<file path="src/rtl/demux_sched_14_if.sv">
// Bus between producer, credit-returning sinks and demux_sched_14.
// master: producer/sink side; slave: scheduler side.
interface demux_sched_14_if #(
  parameter int WIDTH = 8
);
  logic             in_valid;
  logic [WIDTH-1:0] in_data;
  logic [1:0]       in_dest;
  logic             mode;
  logic             in_ready;
  logic [3:0]       credit_ret;
  logic [1:0]       sel;
  logic [3:0]       out_valid;
  logic [WIDTH-1:0] out_data;
  logic             stall;
  logic             cr_err;

  modport master (
    output in_valid, in_data, in_dest, mode,
    output credit_ret,
    input  in_ready, sel, out_valid, out_data,
    input  stall, cr_err
  );

  modport slave (
    input  in_valid, in_data, in_dest, mode,
    input  credit_ret,
    output in_ready, sel, out_valid, out_data,
    output stall, cr_err
  );
endinterface

</file>
<file path="src/rtl/demux_sched_14.sv">
// Credit-paced round-robin/directed scheduler for a 1:4 demux.
// Ports: clk, rst (sync, high), bus (slave: producer in, demux out).
module demux_sched_14 #(
  parameter int WIDTH   = 8,
  parameter int CREDITS = 2
) (
  input  logic           clk,
  input  logic           rst,
  demux_sched_14_if.slave bus
);
  localparam logic [3:0] CMAX = 4'(CREDITS);

  typedef enum logic {EMPTY, FULL} state_t;

  state_t           state;
  logic [WIDTH-1:0] h_data;
  logic [1:0]       h_dest;
  logic             h_mode;
  logic [3:0]       credit [4];
  logic [1:0]       ptr;

  logic [1:0]       sel_r;
  logic [3:0]       ov_r;
  logic [WIDTH-1:0] od_r;
  logic             err_r;

  logic             elig;
  logic [1:0]       ch;
  logic [1:0]       idx;
  logic             disp;
  logic             accept;
  logic [3:0]       dec;

  // Pick the dispatch channel. The RR search runs from the
  // farthest offset down so the nearest one to ptr wins.
  always_comb begin
    elig = 1'b0;
    ch   = h_dest;
    idx  = ptr;
    if (h_mode) begin
      elig = (credit[h_dest] != 4'd0);
    end else begin
      for (int k = 3; k >= 0; k--) begin
        idx = ptr + 2'(k);
        if (credit[idx] != 4'd0) begin
          elig = 1'b1;
          ch   = idx;
        end
      end
    end
  end

  assign disp   = (state == FULL) && elig;
  assign accept = bus.in_valid && bus.in_ready;
  assign dec    = disp ? (4'b0001 << ch) : 4'b0000;

  assign bus.in_ready  = (state == EMPTY) || disp;
  assign bus.stall     = (state == FULL) && !elig;
  assign bus.sel       = sel_r;
  assign bus.out_valid = ov_r;
  assign bus.out_data  = od_r;
  assign bus.cr_err    = err_r;

  always_ff @(posedge clk) begin
    if (rst) begin
      state  <= EMPTY;
      h_data <= '0;
      h_dest <= 2'd0;
      h_mode <= 1'b0;
      ptr    <= 2'd0;
      sel_r  <= 2'd0;
      ov_r   <= 4'd0;
      od_r   <= '0;
      err_r  <= 1'b0;
      for (int i = 0; i < 4; i++) begin
        credit[i] <= CMAX;
      end
    end else begin
      ov_r <= 4'd0;
      if (disp) begin
        sel_r <= ch;
        ov_r  <= 4'b0001 << ch;
        od_r  <= h_data;
        if (!h_mode) begin
          ptr <= ch + 2'd1;
        end
      end

      if (accept) begin
        state  <= FULL;
        h_data <= bus.in_data;
        h_dest <= bus.in_dest;
        h_mode <= bus.mode;
      end else if (disp) begin
        state <= EMPTY;
      end

      // Return and dispatch on one channel cancel out.
      for (int i = 0; i < 4; i++) begin
        if (bus.credit_ret[i] && !dec[i]) begin
          if (credit[i] == CMAX) begin
            err_r <= 1'b1;
          end else begin
            credit[i] <= credit[i] + 4'd1;
          end
        end else if (dec[i] && !bus.credit_ret[i]) begin
          credit[i] <= credit[i] - 4'd1;
        end
      end
    end
  end
endmodule

</file>
<file path="src/flat_wrapper.sv">
// flat-port wrapper written by rule: the top's interface ports become plain ports
module demux_sched_14_flat 
#(
  parameter int WIDTH   = 8,
  parameter int CREDITS = 2
)
  (clk, rst, bus_in_valid, bus_in_data, bus_in_dest, bus_mode, bus_credit_ret, bus_in_ready, bus_sel, bus_out_valid, bus_out_data, bus_stall, bus_cr_err);
  demux_sched_14_if #(.WIDTH(WIDTH)) bus_i ();
  input  logic clk;
  input  logic rst;
  input wire logic [$bits(bus_i.in_valid)-1:0] bus_in_valid;
  input wire logic [$bits(bus_i.in_data)-1:0] bus_in_data;
  input wire logic [$bits(bus_i.in_dest)-1:0] bus_in_dest;
  input wire logic [$bits(bus_i.mode)-1:0] bus_mode;
  input wire logic [$bits(bus_i.credit_ret)-1:0] bus_credit_ret;
  output wire logic [$bits(bus_i.in_ready)-1:0] bus_in_ready;
  output wire logic [$bits(bus_i.sel)-1:0] bus_sel;
  output wire logic [$bits(bus_i.out_valid)-1:0] bus_out_valid;
  output wire logic [$bits(bus_i.out_data)-1:0] bus_out_data;
  output wire logic [$bits(bus_i.stall)-1:0] bus_stall;
  output wire logic [$bits(bus_i.cr_err)-1:0] bus_cr_err;
  assign bus_i.in_valid = bus_in_valid;
  assign bus_i.in_data = bus_in_data;
  assign bus_i.in_dest = bus_in_dest;
  assign bus_i.mode = bus_mode;
  assign bus_i.credit_ret = bus_credit_ret;
  assign bus_in_ready = bus_i.in_ready;
  assign bus_sel = bus_i.sel;
  assign bus_out_valid = bus_i.out_valid;
  assign bus_out_data = bus_i.out_data;
  assign bus_stall = bus_i.stall;
  assign bus_cr_err = bus_i.cr_err;
  demux_sched_14 #(.WIDTH(WIDTH), .CREDITS(CREDITS)) u_core (.clk(clk), .rst(rst), .bus(bus_i));
endmodule
</file>
<file path="config.mk">
export PLATFORM = sky130hd
export DESIGN_NAME = demux_sched_14_flat
export DESIGN_NICKNAME = d
export VERILOG_FILES = /design/src/rtl/demux_sched_14_if.sv /design/src/rtl/demux_sched_14.sv /design/src/flat_wrapper.sv
export SDC_FILE = /design/constraint.sdc
export NUM_CORES = 1
export LEC_CHECK = 0
export BUFFER_PORTS_ARGS = -buffer_cell sky130_fd_sc_hd__buf_2
export CORE_ASPECT_RATIO = 1.4
export CORE_MARGIN = 5
export CORE_UTILIZATION = 40
export DETAILED_ROUTE_END_ITERATION = 7
export HOLD_SLACK_MARGIN = 0.1
export SLEW_MARGIN = 20
export SYNTH_ARGS = -nofsm -noshare
export SYNTH_HDL_FRONTEND = slang
export SYNTH_SLANG_ARGS = --single-unit
</file>
<file path="constraint.sdc">
create_clock -name clk -period 5.69 [get_ports clk]
set_input_delay 1.138 -clock clk [delete_from_list [all_inputs] [get_ports clk]]
set_output_delay 1.138 -clock clk [all_outputs]
set_load 0.01 [all_outputs]
</file>
==> results of run 1 <==
==> metrics by stage <==
stage	util, %	total power, mW	setup WS [ns]	cells	area, um2
after floorplan	-	0.533	1.78	299	2880
after CTS	46.3	0.825	1.40	426	3230
final	46.3	0.811	1.40	426	3230
after global placement	44.7	0.577	1.47	418	3120
after detailed placement	44.7	0.579	1.44	418	3120
after global routing	46.3	0.858	1.17	426	3230
==> placed cells by master (no fill, tap or decap), types with 3 or more instances in the layout <==
| cell type | instances |
|---|---|
| nor2_1 | 22 |
| o21ai_0 | 5 |
| dfxtp_1 | 33 |
| and2_1 | 7 |
| fa_1 | 3 |
| nor3b_1 | 3 |
| clkbuf_8 | 6 |
| xnor2_1 | 3 |
| or4_1 | 6 |
| nand2_1 | 27 |
| a31oi_1 | 3 |
| xor2_1 | 4 |
| nor3_1 | 9 |
| o21ai_1 | 3 |
| nand2b_1 | 6 |
| o2111ai_2 | 3 |
| edfxtp_1 | 16 |
| a22o_1 | 3 |
| ha_1 | 13 |
| buf_2 | 34 |
| a21oi_1 | 22 |
| inv_1 | 17 |
| mux2i_1 | 15 |
| a21o_1 | 3 |
| nand3_1 | 18 |
| nor4_1 | 3 |
==> tightest hold or removal path: cells and delay by family, from the launching register on <==
family	cells	cell delay, ns
AND/OR/NAND/NOR	1	0.05
AO/OA/AOI/OAI	1	0.05
flip-flops	1	0.32
==> cell usage after synthesis (4+ instances only) <==
cell / n / share of area (%)
a21oi_1: 22 / 3.8
and2_1: 7 / 1.5
clkbuf_1: 4 / 0.52
dfxtp_1: 33 / 23
edfxtp_1: 16 / 17
ha_1: 13 / 5.6
inv_1: 17 / 2.2
mux2i_1: 15 / 5.2
nand2_1: 27 / 3.5
nand2b_1: 6 / 1.3
nand3_1: 18 / 3.1
nor2_1: 22 / 2.9
nor3_1: 9 / 1.6
o21ai_0: 5 / 0.87
or4_1: 6 / 1.6
xor2_1: 4 / 1.2
==> registers in the layout, summed over array words and instances, names as in the netlist, named ones only <==
signal / flops
u_core.bus.out_data: 8
u_core.bus.out_valid: 4
u_core.bus.sel: 2
u_core.credit: 16
u_core.state: 1
u_core.bus.cr_err: 1
u_core.h_dest: 2
u_core.ptr: 2
u_core.h_data: 8
u_core.h_mode: 1
==> area by class of cell <==
| type | instances | area [um2] |
|---|---|---|
| Clock buffer | 8 | 111 |
| Fill cell | 676 | 3750 |
| Inverter | 19 | 71.3 |
| Multi-Input combinational cell | 220 | 1610 |
| Sequential cell | 49 | 1140 |
| Tap cell | 95 | 119 |
| Timing Repair Buffer | 35 | 178 |
==> power groups by stage <==
stage	registers (mW)	logic, mW	clock network, mW
6_report	0.418	0.152	0.242
5_1_grt	0.423	0.171	0.264
4_1_cts	0.418	0.153	0.253
3_5_place_dp	0.426	0.152	0
3_3_place_gp	0.426	0.150	0
2_1_floorplan	0.419	0.114	0
==> routing by layer <==
metal / up-vias / wire (um)
met5: - / 0
met4: 0 / 123
met3: 11 / 287
met2: 49 / 3330
met1: 1063 / 2760
li1: 1147 / -
==> worst paths after layout <==
check                      startpoint             endpoint  slack, ns
hold / removal       u_core.h_data[0]     u_core.h_data[0]       0.46
setup reg to reg  u_core.credit[3][1]  u_core.credit[0][3]       1.40
setup / recovery  u_core.credit[3][1]  u_core.credit[0][3]       1.40
hold reg to reg      u_core.h_data[0]     u_core.h_data[0]       0.46
==> cell families (layout without fill, tap and decap cells) <==
group,after synthesis,in the layout,share of synthesized area (%)
adders and majority gates,16,16,7.73
buffers and inverters,30,62,4.39
and+or+nand+nor,118,118,21.9
muxes,18,18,6.78
AOI/OAI and AO/OA,61,61,17.5
xor gates and xnor gates,7,7,2.13
DFF,49,49,39.6
==> results.cfg, run 1 <==
[sta]
max_slew.worst_pin.slew_ns = 0.809
slew_viol_final = 0
relSlewSlack_pct = 45.6
fin_worst_skew_ns = 0.00835
period_needed_ns = 4.29
setup_viol = 0
rsz0062_at_grt = false
hold_viol_final = 0
fin_tns_setup_ns = 0
max_freq_mhz = 233
fin_crit_sh_pct = 75.3
timing.hold.ws_ns = 0.459

[setup_path]
worstPathRequired_ns = 5.86
worst_path_most_repeated_cell = ha_1
crit_cells = 16
worst_path_largest_cell_delay_ns = 0.75
cp.arrival_ns = 4.45
worst_path_max_delay_cell = nor4_1
critPathMaxFanout = 6
rr_worst_depth = 16
cp_top_family = simple AND/OR/NAND/NOR gates
crit_type = flip-flop to flip-flop
cp_num_buf_inv = 2
worstPathCellList = nor4_1 > and4_1 > or3_4 > a2111oi_2 > a311o_2 > inv_2 > ha_1 > and2_1 > nand2b_1 > inv_1 > ha_1 > a21o_1 > a21oi_1 > xor2_1 > mux2_2 > nor2_2
cp-end-kind = flip-flop
cp-start-kind = flip-flop

[power_and_ir_drop]
power.internal_mw = 0.580
ir_worst_vdd_v = 0.000146
power.share.clock_pct = 29.8
leakage_nw = 1.33
p_switching_mw = 0.231
seq_power_share_pct = 51.5
sw_frac_of_total_pct = 28.5
power_density_nw_per_um2 = 251
power_frac_comb_pct = 18.7

[clocking]
clkTransAtPathRegs_ns = 0.09
clk_latency_ns = 0.30
cts_buffers = 5
cts.sinks = 49
cts_max_path_buffers = 2
cts_hold_buf = 0
cts_resized = 0
tritoncts = built
cts-root-buf = clkbuf_8
cts_max_level = 2
cts_setup_buffers = 0

[global_route]
top_usage_layer = met2
grt_pass1_vias = 2224
grt_usage_pct = 15.0
antenna_found_initial = 0
overflow = 0
use_met1_pct = 18.3
grt_use_met3_pct = 3.18
met2_usage_pct = 25.7
grt_start_max_net_pins = 30
grt_pass1_wl_um = 10700

[routing]
drt-initial-drc-count = 105
wirelength_um = 6500
ant_nets = 0
routed_via_density = 5.33
via_count = 2270
drc_errors = 0
dr.pass1.iters = 4
wl_per_cell_um = 15.2

[place]
port_buffers = 34
gp_congestion = 0.821
dp_hpwl_um = 4940

[layout]
diodes = 0
drive_above_1_share_pct = 20.2
finalNetCount = 364
syn2layout_area_growth_pct = 12.3

[flow_run]
maxCapViolCount = 0

[yosys]
synthArstFlopShare_pct = 0
syn-cell-area_um2 = 2880
ys_types = 59
synth_nets = 333
yosysWarnings = 0
postSynthAreaPerCell_um2 = 9.63
ys_ff_latch = 49
synth-edff-count = 16
ys_dominant_reg_cell = dfxtp_1
seq_area_frac_synth_pct = 39.6
syn-instance-count = 299

[floorplan]
fp.coreArea_um2 = 6980
start_util_pct = 41.3
dieArea_um2 = 9020
die_x_um = 81.7
die_y_um = 110
ioPinCount = 35
num_rows = 36

[hold_path]
whs_path_depth = 2
hold_path_class = flip-flop to flip-flop

[outcome]
outcome = finished, final reports clean
No activity file was read; power rests on OpenSTA's default activity.
==> inputs of run 2 (changes only) <==
==> constraint.sdc (replaced) <==
create_clock -name clk -period 3.61 [get_ports clk]
set_input_delay 0.722 -clock clk [delete_from_list [all_inputs] [get_ports clk]]
set_output_delay 0.722 -clock clk [all_outputs]
set_load 0.01 [all_outputs]
==> results.cfg, run 2 (synthesis gave the netlist of run 1 again) <==
[setup_path]
cp-end-kind = flip-flop
rr_worst_depth = 16
r2r_end = u_core.credit[2][3]
critPathMaxFanout = 4
cp.arrival_ns = 3.88
crit_type = flip-flop to flip-flop
cp-start-kind = flip-flop
r2r_setup_slack_ns = -0.1
reg2reg_from = u_core.credit[2][0]
worstPathRequired_ns = 3.78

[clocking]
cts_hold_buf = 0
cts_max_level = 2
cts-root-buf = clkbuf_8
cts.sinks = 49
clk_latency_ns = 0.31
cts_buffers = 5
cts_max_path_buffers = 2
tritoncts = built
clkTransAtPathRegs_ns = 0.10

[power_and_ir_drop]
ir_worst_vdd_v = 0.000273
leakage_nw = 1.77
sw_frac_of_total_pct = 29.8
p_switching_mw = 0.440
power.internal_mw = 1.04
power.share.clock_pct = 28.1
p_total_mw = 1.48
seq_power_share_pct = 43.5
power_density_nw_per_um2 = 356
power_frac_comb_pct = 28.3

[routing]
wirelength_um = 7570
drt-initial-drc-count = 72
ant_nets = 0
wl_per_cell_um = 15.1
drc_errors = 0
via_count = 2608
dr.pass1.iters = 5
routed_via_density = 5.20

[layout]
diodes = 0
fin_area_um2 = 4150
layout_commonest_cell = buf_4
syn2layout_area_growth_pct = 44.1
utilization_pct = 59.4
finalNetCount = 440
stdcell_count = 502
drive_above_1_share_pct = 46.9
largest_reg_flops = 16
layout_common_cells = buf_4, buf_2, dfxtp_1
largest-register = u_core.credit

[hold_path]
hold_path_class = flip-flop to flip-flop
hold_start = u_core.h_data[5]
whs_path_depth = 2
whs_endpoint = u_core.h_data[5]

[floorplan]
start_util_pct = 41.3
num_rows = 36
fp.coreArea_um2 = 6980
die_x_um = 81.7
ioPinCount = 35
dieArea_um2 = 9020
die_y_um = 110

[place]
dp_cells = 468
placed_area_um2 = 3530
gp_congestion = 0.793
port_buffers = 34
dp_slack_ns = -0.228
dp_hpwl_um = 5330

[global_route]
top_usage_layer = met2
grt_use_met3_pct = 3.58
grt_pass1_wl_um = 12300
grt_pass1_vias = 2694
grt_usage_pct = 17.1
met2_usage_pct = 29.8
grt_start_max_net_pins = 29
overflow = 0
use_met1_pct = 20.0
antenna_found_initial = 0

[sta]
max_freq_mhz = 270
timing.hold.ws_ns = 0.461
period_needed_ns = 3.71
slew_viol_final = 0
rsz0062_at_grt = true
fin_crit_sh_pct = 103
setup_ws_ns = -0.0990
hold_viol_final = 0
relSlewSlack_pct = 50.3
fin_tns_setup_ns = -0.214
max_slew.worst_pin.slew_ns = 0.745
fin_worst_skew_ns = 0.00657
setup_viol = 3

[outcome]
outcome = finished, violations left
failed_checks = negative setup slack

[flow_run]
maxCapViolCount = 0
==> run 2: metal layers <==
metal / vias to the layer above / routed length [um] / share of wire [%]
met1: 1235 / 3050 / 40
li1: 1292 / - / -
met3: 19 / 325 / 4.3
met5: - / 0 / 0
met2: 62 / 3990 / 53
met4: 0 / 206 / 2.7
==> run 2: how the worst max path moves through the flow <==
stage                          end  slack, ns  cells after the start           startpoint
4_1_cts        u_core.credit[2][3]      -0.16                     17  u_core.credit[1][0]
3_3_place_gp   u_core.credit[2][3]      -0.20                     17  u_core.credit[1][3]
6_report       u_core.credit[2][3]       -0.1                     16  u_core.credit[2][0]
5_1_grt        u_core.credit[1][3]      -0.20                     18  u_core.credit[2][0]
2_1_floorplan  u_core.credit[2][3]      -0.13                     17  u_core.credit[0][0]
3_5_place_dp   u_core.credit[2][3]      -0.23                     17  u_core.credit[1][1]
==> run 2: worst max-delay path, stage by stage, from the launching register on <==
cell and delay [ns]:
edfxtp_1 0.40, or4_4 0.57, or4_4 0.50, o21ai_2 0.16, a21oi_2 0.05, o22ai_2 0.15
o21a_4 0.22, ha_4 0.14, and2_4 0.15, nand2b_4 0.06, inv_4 0.06, ha_4 0.19
a21o_1 0.17, a21oi_2 0.16, xnor2_1 0.09, or3_1 0.33, a21oi_2 0.15
==> run 2: power groups by stage <==
stage	sequential (mW)	combinational (mW)	clock (mW)
2_1_floorplan	0.661	0.189	0
3_3_place_gp	0.651	0.329	0
3_5_place_dp	0.652	0.333	0
4_1_cts	0.640	0.373	0.423
5_1_grt	0.648	0.457	0.446
6_report	0.643	0.418	0.416
==> run 2: cell type report <==
type,count,area [um2]
clock buffers,5,68.8
inverters,19,83.8
multi-input cells,220,1920
flip-flops and latches,49,1140
well taps,95,119
repair buffers,111,774
clock inverters,3,47.5
fillers,568,2830
==> run 2: timing repair <==
| action | CTS | global route |
|---|---|---|
| hold endpoints to repair | 0 | 0 |
| setup buffers | 20 | 8 |
| pin swaps | 19 | 25 |
| resized for setup | 21 | 41 |
| setup endpoints to repair | 4 | 16 |
==> inputs of run 3 (changes only) <==
--- a/config.mk
+++ b/config.mk
@@ -6,11 +6,14 @@
 export NUM_CORES = 1
 export LEC_CHECK = 0
 export BUFFER_PORTS_ARGS = -buffer_cell sky130_fd_sc_hd__buf_2
+export CELL_PAD_IN_SITES_DETAIL_PLACEMENT = 0
+export CELL_PAD_IN_SITES_GLOBAL_PLACEMENT = 1
 export CORE_ASPECT_RATIO = 1.4
 export CORE_MARGIN = 5
 export CORE_UTILIZATION = 40
 export DETAILED_ROUTE_END_ITERATION = 7
 export HOLD_SLACK_MARGIN = 0.1
+export PLACE_DENSITY_LB_ADDON = 0.1
 export SLEW_MARGIN = 20
 export SYNTH_ARGS = -nofsm -noshare
 export SYNTH_HDL_FRONTEND = slang
==> results.cfg, run 3 (synthesis gave the netlist of run 1 again) <==
[sta]
rsz0062_at_grt = true
period_needed_ns = 3.82
setup_ws_ns = -0.210
fin_worst_skew_ns = 0.0138
slew_viol_final = 0
relSlewSlack_pct = 46.6
fin_tns_setup_ns = -0.540
max_slew.worst_pin.slew_ns = 0.801
setup_viol = 3
hold_viol_final = 0
fin_crit_sh_pct = 106
max_freq_mhz = 262

[setup_path]
critPathLaunch = u_core.credit[3][1]
worst_path_largest_cell_delay_ns = 0.64
crit_type = flip-flop to flip-flop
worstPathCellList = or4_1 > or4_1 > o21ai_2 > a21oi_2 > o22ai_2 > o21a_1 > buf_6 > inv_4 > ha_4 > and2_4 > nand2b_4 > inv_4 > ha_4 > a21o_1 > a21oi_2 > xnor2_2 > nor3_2 > a21oi_1 > nor2_1
critPathMaxFanout = 4
cp-start-kind = flip-flop
cp.arrival_ns = 3.87
cp-end-kind = flip-flop
reg2reg_from = u_core.credit[3][1]
worstPathRequired_ns = 3.66
worst_path_max_delay_cell = or4_1

[floorplan]
die_x_um = 81.7
dieArea_um2 = 9020
die_y_um = 110
fp.coreArea_um2 = 6980
num_rows = 36
ioPinCount = 35
start_util_pct = 41.3

[hold_path]
hold_path_class = flip-flop to flip-flop
hold_start = u_core.h_data[2]

[power_and_ir_drop]
leakage_nw = 1.74
ir_worst_vdd_v = 0.000175
p_total_mw = 1.44
power_density_nw_per_um2 = 353

[layout]
finalNetCount = 433
layout_common_cells = buf_4, buf_2, dfxtp_1
diodes = 0
fin_area_um2 = 4070
largest_reg_flops = 16
layout_commonest_cell = buf_4
syn2layout_area_growth_pct = 41.4
drive_above_1_share_pct = 45.5
n_fill_cell = 621
largest-register = u_core.credit

[place]
port_buffers = 34
dp_slack_ns = -0.368
placed_area_um2 = 3560
gp_congestion = 0.920
dp_hpwl_um = 5590

[clocking]
cts_max_level = 2
clk_latency_ns = 0.31
cts_max_path_buffers = 2
cts-root-buf = clkbuf_8
cts.sinks = 49
clkTransAtPathRegs_ns = 0.10
tritoncts = built
cts_buffers = 5

[routing]
drc_errors = 0
wirelength_um = 7950
wl_per_cell_um = 16.1
dr.pass1.iters = 4
ant_nets = 0
routed_via_density = 5.20
drt-initial-drc-count = 151
via_count = 2573

[global_route]
grt_start_max_net_pins = 29
overflow = 0
grt_pass1_wl_um = 12500
antenna_found_initial = 0
grt_usage_pct = 17.8
grt_pass1_vias = 2584

[outcome]
outcome = finished, violations left
failed_checks = negative setup slack

[flow_run]
maxCapViolCount = 0
==> run 3: cell count changes in the layout (fill, tap and decap cells not counted), sizes merged <==
cell and change:
buf -7, bufinv -1, clkbuf +1, clkinv +1
inv -1
==> run 3: layout make-up <==
class	instances	area [um2]	area share, %
inverter	19	81.3	2.00
sequential	49	1140	28.0
timing repair buffer	104	718	17.6
tap	95	119	2.92
multi-input combinational	220	1910	46.8
clock buffer	6	93.8	2.30
clock inverter	2	13.8	0.338
==> run 3: worst paths after layout <==
path | to | slack, ns | cells past startpoint
setup reg to reg | u_core.credit[1][3] | -0.21 | 19
setup / recovery | u_core.credit[1][3] | -0.21 | 19
hold reg to reg | u_core.h_data[2] | 0.46 | 2
hold / removal | u_core.h_data[2] | 0.46 | 2
==> run 3: through the flow <==
stage	std cells	util, %	hold slack, ns
after detailed placement	471	50.9	0.449
after global placement	471	50.9	0.445
final	495	58.3	0.461
after CTS	485	55.0	0.463
after floorplan	299	-	0.436
after global routing	495	58.3	0.484
==> run 3: power breakdown <==
part / total (mW) / internal (mW) / switching [mW]
Clock: 0.383 / 0.180 / 0.202
Combinational: 0.413 / 0.203 / 0.209
Sequential: 0.643 / 0.615 / 0.0277
Total: 1.44 / 0.998 / 0.439
==> run 3: worst max-delay path: cells and delay by family (launching register included) <==
kind	cells	cell delay, ns
AOI/OAI and AO/OA	7	0.97
adders and majority gates	2	0.35
xor gates and xnor gates	1	0.15
DFF	1	0.39
and+or+nand+nor	6	1.50
buffers and inverters	3	0.21
==> run 3: timing repair <==
item | CTS | global route
buffers inserted | 6 | 12
gates resized for setup | 24 | 31
pin swaps | 20 | 23
setup endpoints to repair | 8 | 21
hold buffers | 0 | 0
endpoints found under the hold margin | 0 | 0
==> run 3: metal layers <==
layer | wire [um] | GRT usage [%] | up-vias
li1 | - | - | 1281
met5 | 0 | 0 | -
met3 | 291 | 3.01 | 12
met4 | 213 | 4.99 | 0
met1 | 3330 | 22.2 | 1225
met2 | 4110 | 30.7 | 55
